## config.mk

```make
export PLATFORM = sky130hd
export DESIGN_NAME = xcore_if_bpu_gshare
export DESIGN_NICKNAME = d
export VERILOG_FILES = /design/src/rtl/xcore_if_bpu_gshare_pkg.sv /design/src/rtl/xcore_if_bpu_gshare_ras.sv /design/src/rtl/xcore_if_bpu_gshare.sv
export SDC_FILE = /design/constraint.sdc
export NUM_CORES = 2
export LEC_CHECK = 0
export CORE_MARGIN = 1
export CORE_UTILIZATION = 34
export DETAILED_ROUTE_END_ITERATION = 10
export GPL_TIMING_DRIVEN = 0
export PLACE_DENSITY = 0.49
export SLEW_MARGIN = 20
export SYNTH_ARGS = -nofsm -noshare
export SYNTH_HDL_FRONTEND = slang
export SYNTH_SLANG_ARGS = --single-unit
```

## constraint.sdc

```tcl
create_clock -name i_sys_clk -period 7.2 [get_ports i_sys_clk]
set_input_delay 1.8 -clock i_sys_clk [delete_from_list [all_inputs] [get_ports i_sys_clk]]
set_output_delay 1.8 -clock i_sys_clk [all_outputs]
set_load 0.05 [all_outputs]
```

## src/rtl/xcore_if_bpu_gshare_pkg.sv

```systemverilog
// xcore_if_bpu_gshare_pkg
// Shared definitions for the IF-stage gshare branch prediction unit:
// branch-type encodings used on the writeback update port and in the BTB,
// the PHT counter reset value, and the 2-bit saturating counter update.
// Optional feature macro used by the block: XCORE_BPU_RAS_EN.
package xcore_if_bpu_gshare_pkg;

  // Type encoding on i_wb_upd_type and in BTB entries: {b, jal, jalr}
  localparam logic [2:0] TYPE_B    = 3'b100;
  localparam logic [2:0] TYPE_JAL  = 3'b010;
  localparam logic [2:0] TYPE_JALR = 3'b001;

  // Weakly not-taken
  localparam logic [1:0] PHT_RST_VAL = 2'b01;

  // 2-bit saturating counter: 00 and 11 hold at the ends
  function automatic logic [1:0] sat_ctr(input logic [1:0] ctr, input logic taken);
    logic [1:0] nxt;
    nxt = ctr;
    if (taken && (ctr != 2'b11)) nxt = ctr + 2'b01;
    else if (!taken && (ctr != 2'b00)) nxt = ctr - 2'b01;
    return nxt;
  endfunction

endpackage

```

## src/rtl/xcore_if_bpu_gshare_ras.sv

```systemverilog
// xcore_bpu_ras
// Circular return-address stack used by the gshare BPU when XCORE_BPU_RAS_EN
// is defined. Overflow wraps and silently overwrites the oldest entry; the
// occupancy count saturates at DEPTH so that popping never returns more
// entries than were actually retained.
// Ports:
//   i_sys_clk, i_sys_rst : clock, asynchronous active-low reset
//   i_push, i_push_data  : push a return address
//   i_pop                : pop the top entry (ignored while empty)
//   i_flush              : reset pointer and count (mispredict recovery)
//   o_top                : current top-of-stack value
//   o_empty              : no retained entries
module xcore_bpu_ras #(
  parameter int XLEN  = 32,
  parameter int DEPTH = 4
) (
  input  logic            i_sys_clk,
  input  logic            i_sys_rst,
  input  logic            i_push,
  input  logic [XLEN-1:0] i_push_data,
  input  logic            i_pop,
  input  logic            i_flush,
  output logic [XLEN-1:0] o_top,
  output logic            o_empty
);

  localparam int PTR_W = (DEPTH > 1) ? $clog2(DEPTH) : 1;
  localparam int CNT_W = $clog2(DEPTH + 1);

  logic [XLEN-1:0]  r_mem [DEPTH];
  logic [PTR_W-1:0] r_ptr;    // next write slot
  logic [CNT_W-1:0] r_cnt;
  logic [PTR_W-1:0] w_top_idx;
  logic [PTR_W-1:0] w_nxt_ptr;

  assign w_top_idx = (r_ptr == '0) ? PTR_W'(DEPTH - 1) : r_ptr - 1'b1;
  assign w_nxt_ptr = (r_ptr == PTR_W'(DEPTH - 1)) ? '0 : r_ptr + 1'b1;
  assign o_top     = r_mem[w_top_idx];
  assign o_empty   = (r_cnt == '0);

  always_ff @(posedge i_sys_clk or negedge i_sys_rst) begin
    if (!i_sys_rst) begin
      r_ptr <= '0;
      r_cnt <= '0;
      for (int i = 0; i < DEPTH; i++) r_mem[i] <= '0;
    end else if (i_flush) begin
      r_ptr <= '0;
      r_cnt <= '0;
    end else if (i_push) begin
      r_mem[r_ptr] <= i_push_data;
      r_ptr        <= w_nxt_ptr;
      if (r_cnt != CNT_W'(DEPTH)) r_cnt <= r_cnt + 1'b1;
    end else if (i_pop && !o_empty) begin
      r_ptr <= w_top_idx;
      r_cnt <= r_cnt - 1'b1;
    end
  end

endmodule

```

## src/rtl/xcore_if_bpu_gshare.sv

```systemverilog
// xcore_if_bpu_gshare
// IF-stage branch prediction unit: speculative GHR, gshare PHT of 2-bit
// counters, tagged direct-mapped BTB for jalr targets, redirect throttle.
// Prediction is purely combinational from the predecoded instruction; only
// GHR/PHT/BTB/throttle state changes at the clock edge.
// Optional feature: define XCORE_BPU_RAS_EN to add a return-address stack
// (xcore_bpu_ras) that predicts ret-hinted jalr ahead of the BTB.
// Ports:
//   i_sys_clk, i_sys_rst        : clock, asynchronous active-low reset
//   i_pref_instr_vld/_pc        : predecoded instruction valid and PC
//   i_mdec_b/_jal/_jalr         : instruction type (one-hot or all zero)
//   i_mdec_call/_ret            : link hints (RAS build only)
//   i_mdec_ofs                  : b/jal immediate offset
//   o_bpu_redir/_target         : redirect fetch this cycle and its target
//   o_bpu_bits                  : PHT counter read for this PC
//   o_bpu_ghr_snap              : GHR before this prediction
//   i_wb_upd_*                  : resolved branch training port
//   i_wb_mispred                : restore GHR, suppress prediction
// Valid semantics: i_pref_instr_vld and i_wb_upd_vld are single-cycle
// qualifiers with no back-pressure; the unit consumes every valid beat.
module xcore_if_bpu_gshare
  import xcore_if_bpu_gshare_pkg::*;
#(
  parameter int XLEN      = 32,
  parameter int GHR_W     = 8,
  parameter int BTB_IDX_W = 4,
  parameter int REDIR_GAP = 1,
  parameter int RAS_DEPTH = 4
) (
  input  logic             i_sys_clk,
  input  logic             i_sys_rst,
  input  logic             i_pref_instr_vld,
  input  logic [XLEN-1:0]  i_pref_instr_pc,
  input  logic             i_mdec_b,
  input  logic             i_mdec_jal,
  input  logic             i_mdec_jalr,
  input  logic             i_mdec_call,
  input  logic             i_mdec_ret,
  input  logic [XLEN-1:0]  i_mdec_ofs,
  output logic             o_bpu_redir,
  output logic [XLEN-1:0]  o_bpu_target,
  output logic [1:0]       o_bpu_bits,
  output logic [GHR_W-1:0] o_bpu_ghr_snap,
  input  logic             i_wb_upd_vld,
  input  logic [XLEN-1:0]  i_wb_upd_pc,
  input  logic [2:0]       i_wb_upd_type,
  input  logic             i_wb_upd_taken,
  input  logic [XLEN-1:0]  i_wb_upd_target,
  input  logic [GHR_W-1:0] i_wb_upd_ghr,
  input  logic             i_wb_mispred
);

  localparam int PHT_D = 1 << GHR_W;
  localparam int BTB_D = 1 << BTB_IDX_W;
  localparam int TAG_W = XLEN - BTB_IDX_W - 2;
  localparam int GAP_W = (REDIR_GAP > 1) ? $clog2(REDIR_GAP + 1) : 1;

  logic [GHR_W-1:0] r_ghr;
  logic [1:0]       r_pht     [PHT_D];
  logic             r_btb_vld [BTB_D];
  logic [TAG_W-1:0] r_btb_tag [BTB_D];
  logic [2:0]       r_btb_typ [BTB_D];
  logic [XLEN-1:0]  r_btb_tgt [BTB_D];
  logic [GAP_W-1:0] r_gap;

  logic [GHR_W-1:0]     w_pht_idx;
  logic [GHR_W-1:0]     w_upd_idx;
  logic [1:0]           w_ctr;
  logic [BTB_IDX_W-1:0] w_btb_idx;
  logic [TAG_W-1:0]     w_btb_tag;
  logic [BTB_IDX_W-1:0] w_upd_btb_idx;
  logic                 w_btb_hit;
  logic                 w_pred_vld;
  logic [XLEN-1:0]      w_seq_tgt;
  logic                 w_ras_hit;
  logic [XLEN-1:0]      w_ras_top;
  logic                 w_unused_ok;

  assign w_pht_idx     = i_pref_instr_pc[GHR_W+1:2] ^ r_ghr;
  assign w_upd_idx     = i_wb_upd_pc[GHR_W+1:2] ^ i_wb_upd_ghr;
  assign w_ctr         = r_pht[w_pht_idx];
  assign w_btb_idx     = i_pref_instr_pc[BTB_IDX_W+1:2];
  assign w_btb_tag     = i_pref_instr_pc[XLEN-1:BTB_IDX_W+2];
  assign w_upd_btb_idx = i_wb_upd_pc[BTB_IDX_W+1:2];
  assign w_btb_hit     = r_btb_vld[w_btb_idx] && (r_btb_tag[w_btb_idx] == w_btb_tag)
                         && (r_btb_typ[w_btb_idx] == TYPE_JALR);
  assign w_pred_vld    = i_pref_instr_vld && (r_gap == '0) && !i_wb_mispred;
  assign w_seq_tgt     = i_pref_instr_pc + i_mdec_ofs;

  assign o_bpu_bits     = w_ctr;
  assign o_bpu_ghr_snap = r_ghr;

  // Instruction-aligned low PC bits never index anything
  assign w_unused_ok = ^{i_pref_instr_pc[1:0], i_wb_upd_pc[1:0], i_mdec_call, i_mdec_ret};

`ifdef XCORE_BPU_RAS_EN
  logic w_ras_empty;
  logic w_ras_push;

  assign w_ras_push = w_pred_vld && i_mdec_jal && i_mdec_call;
  // An empty stack falls through to the BTB lookup
  assign w_ras_hit  = w_pred_vld && i_mdec_jalr && i_mdec_ret && !w_ras_empty;

  xcore_bpu_ras #(
    .XLEN  (XLEN),
    .DEPTH (RAS_DEPTH)
  ) u_ras (
    .i_sys_clk   (i_sys_clk),
    .i_sys_rst   (i_sys_rst),
    .i_push      (w_ras_push),
    .i_push_data (i_pref_instr_pc + XLEN'(4)),
    .i_pop       (w_ras_hit),
    .i_flush     (i_wb_mispred),
    .o_top       (w_ras_top),
    .o_empty     (w_ras_empty)
  );
`else
  assign w_ras_hit = 1'b0;
  assign w_ras_top = '0;
`endif

  always_comb begin
    o_bpu_redir  = 1'b0;
    o_bpu_target = '0;
    if (w_pred_vld) begin
      if (i_mdec_b) begin
        o_bpu_redir  = w_ctr[1];
        o_bpu_target = w_seq_tgt;
      end else if (i_mdec_jal) begin
        o_bpu_redir  = 1'b1;
        o_bpu_target = w_seq_tgt;
      end else if (i_mdec_jalr) begin
        if (w_ras_hit) begin
          o_bpu_redir  = 1'b1;
          o_bpu_target = w_ras_top;
        end else if (w_btb_hit) begin
          o_bpu_redir  = 1'b1;
          o_bpu_target = r_btb_tgt[w_btb_idx];
        end
      end
    end
  end

  // Mispredict recovery wins over the same-cycle speculative shift
  always_ff @(posedge i_sys_clk or negedge i_sys_rst) begin
    if (!i_sys_rst) begin
      r_ghr <= '0;
    end else if (i_wb_mispred) begin
      if (i_wb_upd_type == TYPE_B) r_ghr <= {i_wb_upd_ghr[GHR_W-2:0], i_wb_upd_taken};
      else                         r_ghr <= i_wb_upd_ghr;
    end else if (w_pred_vld && i_mdec_b) begin
      r_ghr <= {r_ghr[GHR_W-2:0], w_ctr[1]};
    end
  end

  // No write-to-read bypass: a same-index fetch sees the pre-update counter
  always_ff @(posedge i_sys_clk or negedge i_sys_rst) begin
    if (!i_sys_rst) begin
      for (int i = 0; i < PHT_D; i++) r_pht[i] <= PHT_RST_VAL;
    end else if (i_wb_upd_vld && (i_wb_upd_type == TYPE_B)) begin
      r_pht[w_upd_idx] <= sat_ctr(r_pht[w_upd_idx], i_wb_upd_taken);
    end
  end

  always_ff @(posedge i_sys_clk or negedge i_sys_rst) begin
    if (!i_sys_rst) begin
      for (int i = 0; i < BTB_D; i++) begin
        r_btb_vld[i] <= 1'b0;
        r_btb_tag[i] <= '0;
        r_btb_typ[i] <= '0;
        r_btb_tgt[i] <= '0;
      end
    end else if (i_wb_upd_vld && (i_wb_upd_type == TYPE_JALR) && i_wb_upd_taken) begin
      r_btb_vld[w_upd_btb_idx] <= 1'b1;
      r_btb_tag[w_upd_btb_idx] <= i_wb_upd_pc[XLEN-1:BTB_IDX_W+2];
      r_btb_typ[w_upd_btb_idx] <= i_wb_upd_type;
      r_btb_tgt[w_upd_btb_idx] <= i_wb_upd_target;
    end
  end

  always_ff @(posedge i_sys_clk or negedge i_sys_rst) begin
    if (!i_sys_rst) begin
      r_gap <= '0;
    end else if (o_bpu_redir) begin
      r_gap <= GAP_W'(REDIR_GAP);
    end else if (r_gap != '0) begin
      r_gap <= r_gap - 1'b1;
    end
  end

endmodule

```

==> key figures <==
Place
  – Port Buffers: 180
  – DP Cell Count: 8578
  – GP Congestion: between 0.9 and 1
  – DP Worst Slack: -4136 ps
  – Placed Area: 79950 sq um
  – DP HPWL: 190.4 mm

Timing
  – Least-Margin Pin Slew: 1283 ps
  – Final Worst Setup Slack: -276.6 ps
  – Worst Skew: 59.29 ps
  – # setup viols final: 35
  – TNS Setup: -5683 ps
  – Fmax: 133.8 MHz
  – Final period util: 103.8%
  – Final Critical Period: about 7500 ps
  – Fin. Hold Viols: 0
  – Fin. max-slew vios: 0
  – Rel. slew slack: 14.47%
  – RSZ-0062 raised after global routing: yes

Synthesis
  – Synth warn: 0
  – #FFs+latches synth: roughly 1500
  – Netlist cell types: 68
  – Post-synth EDFFs: 0
  – Synth Cell Area: 73980 sq um
  – Mapped Avg Cell Area: 13.35 sq um
  – Ranking of synthesized cells by area: dfrtp_1, mux4_2, mux2_2
  – Synth async-reset ratio: 100.0%
  – Syn_nets: 5724
  – Cells after Synth: 5540
  – Largest area contributor in the netlist: dfrtp_1
  – Register area share after synthesis: 51.61%
  – Synth top area share: between 40% and 50%
  – Predominant post-synthesis flop cell: dfrtp_1

Global route
  – GRT Total Usage: between 20 and 30%
  – First-pass GRT wire length: 396.8 mm
  – Largest net degree at the start of global routing: 148
  – Initial antenna violation count: 30
  – Grt total ovfl: 0
  – Vias in the first global route: 51370

Final layout
  – Fin cells: 8970
  – Most frequent cells in the layout: dfrtp_1, mux2_2, nor2_1
  – Nets: just over 6000
  – Commonest non-fill, non-tap cell in the layout: dfrtp_1
  – Layout cells sized above 1: 40.29%
  – Final Cell Area: a little under 90000 sq um
  – P&R area growth vs syn: 19.11%

CTS
  – TritonCTS clock tree: done
  – Total CTS buffers: between 150 and 200
  – CTS Buffer Depth: 3
  – Cts hold-fix bufs: 0
  – Clock root buffer: clkbuf_16
  – H-tree depth: 4
  – CTS clock-pin slew for the worst setup and hold paths: 60 ps
  – Clock Latency Late Sink: 860 ps
  – Clock sink total: between 1500 and 2000

Worst setup path
  – Critical-path maximum fanout: 8
  – R2R depth: 13
  – CP arrival: 5680 ps
  – Crit path required time: around 5400 ps
  – Setup crit end kind: primary output
  – Setup CP Type: in2out
  – CP Launch Type: primary input

Floorplan
  – Core Area: 215500 sq um
  – Die Wd: 468.5 um
  – Die Y: ~470 um
  – # IOs: approximately 190
  – Number of cell rows: 170
  – Die ar.: 219500 sq um
  – Initial Utilization: roughly 34%

Routing
  – Detailed Routing Iterations Pass 1: 6
  – DRC: 0
  – Post-DRT Antenna Nets: 0
  – Via/cell ratio: 5.678
  – Final WL: 280.1 mm
  – WL/cell: 31.23 um
  – 1st-iter DRT viols: 5183
  – Vias: between 50000 and 60000

Hold path
  – Worst Hold Path Cells: 1
  – Worst hold path type: reg2reg

Run status
  – Failing checks: setup timing
  – Status: complete, but fails checks

Run
  – Max Cap Viol: 0

Power
  – Power Total: 21.58 mW
  – P_leak: 38.72 nW
  – Peak VDD IR: 258.7 uV
  – PD cells: 244.9 nW/um^2
==> cell usage after synthesis, types with 20 or more instances <==
cell         n
buf_2       93
dfstp_2    256
ha_1        33
mux2_2     930
nor2b_1     27
o21ai_0     35
mux4_2     564
xor2_1      32
nand2b_1    26
mux2i_1     53
buf_1       20
clkbuf_1   268
buf_4       25
nand4_1     21
nand3_1     51
xnor2_1     42
a21o_1      27
nor2_1     822
a22oi_1     26
dfrtp_1   1257
nand2_1    144
a21oi_1    575
inv_1       21
and2_1      25
==> cells by family after synthesis <==
| logic type | after synthesis | share of synthesized area (%) |
|---|---|---|
| DFF | 1513 | 51.61 |
| xor gates and xnor gates | 78 | 0.9641 |
| buffers and inverters | 431 | 2.503 |
| and+or+nand+nor | 1177 | 6.608 |
| adders and majority gates | 34 | 0.5852 |
| AOI/OAI and AO/OA | 760 | 5.683 |
| muxes | 1547 | 32.04 |
==> sequential cells by signal, summed over array words and instances, names as in the netlist <==
signal and count:
r_pht 512, r_gap 1, o_bpu_ghr_snap 8, r_btb_tag 416, r_btb_vld 16, r_btb_tgt 512
r_btb_typ 48
==> final timing paths <==
| kind | startpoint | slack (ps) | endpoint |
|---|---|---|---|
| min in group asynchronous | i_sys_rst | 920 | r_pht[5] |
| min reg2reg | r_btb_vld[2] | 470 | r_btb_vld[2] |
| min | r_btb_vld[2] | 470 | r_btb_vld[2] |
| max in group asynchronous | i_sys_rst | 3750 | r_btb_tgt[500] |
| max reg2reg | r_pht[339] | 2750 | r_pht[382] |
| max | i_pref_instr_pc[2] | -280 | o_bpu_target[21] |
==> critical path: stages <==
cell	delay (ps)
buf_16	120
buf_12	160
buf_16	160
buf_16	150
buf_12	120
mux4_2	500
mux4_2	580
xnor2_2	240
nand4_1	220
buf_4	210
nor4_4	270
buf_6	170
buf_6	140
buf_12	140
buf_6	100
nand3_4	70
a21oi_4	280
buf_6	210
==> timing repair <==
item | 4_1_cts | 5_1_grt
resized for setup | 566 | 73
gates cloned | 1 | 1
hold endpoints to repair | 0 | 0
setup endpoints to repair | 532 | 484
buffers inserted | 54 | 10
pin swaps | 36 | 29
==> per-layer routing <==
layer  track usage, %  up-vias  wire, um
met3            5.307      550     19230
met2            39.62     1855    128400
met1            34.50    27170    117600
met4            11.64       28     14730
li1                 -    21330         -
met5                0        -       177
==> final cells by class <==
cell class / count / area, sq um
plain buffers: 408 / 2586
multi-input cells: 3596 / 34860
clock inverters: 52 / 619.3
well taps: 2838 / 3551
flip-flops and latches: 1513 / 38180
repair buffers: 265 / 3054
fillers: 20020 / 127400
diodes: 4 / 10.01
clock buffers: 273 / 5167
inverters: 21 / 82.58
==> report_power, final <==
group          switching [mW]  internal, mW  total, mW
Sequential              0.198          8.88       9.08
Clock                    3.85          5.18       9.03
Combinational            2.23          1.24       3.47
Total                    6.28          15.3       21.6
==> per-stage QoR <==
stage	hold WS, ps	util, %
floorplan	434.6	-
global placement	449.0	36.82
detailed placement	452.0	37.11
CTS	466.8	40.68
global route	478.4	40.89
finish	465.4	40.89
(Power assumes the default switching activity.)
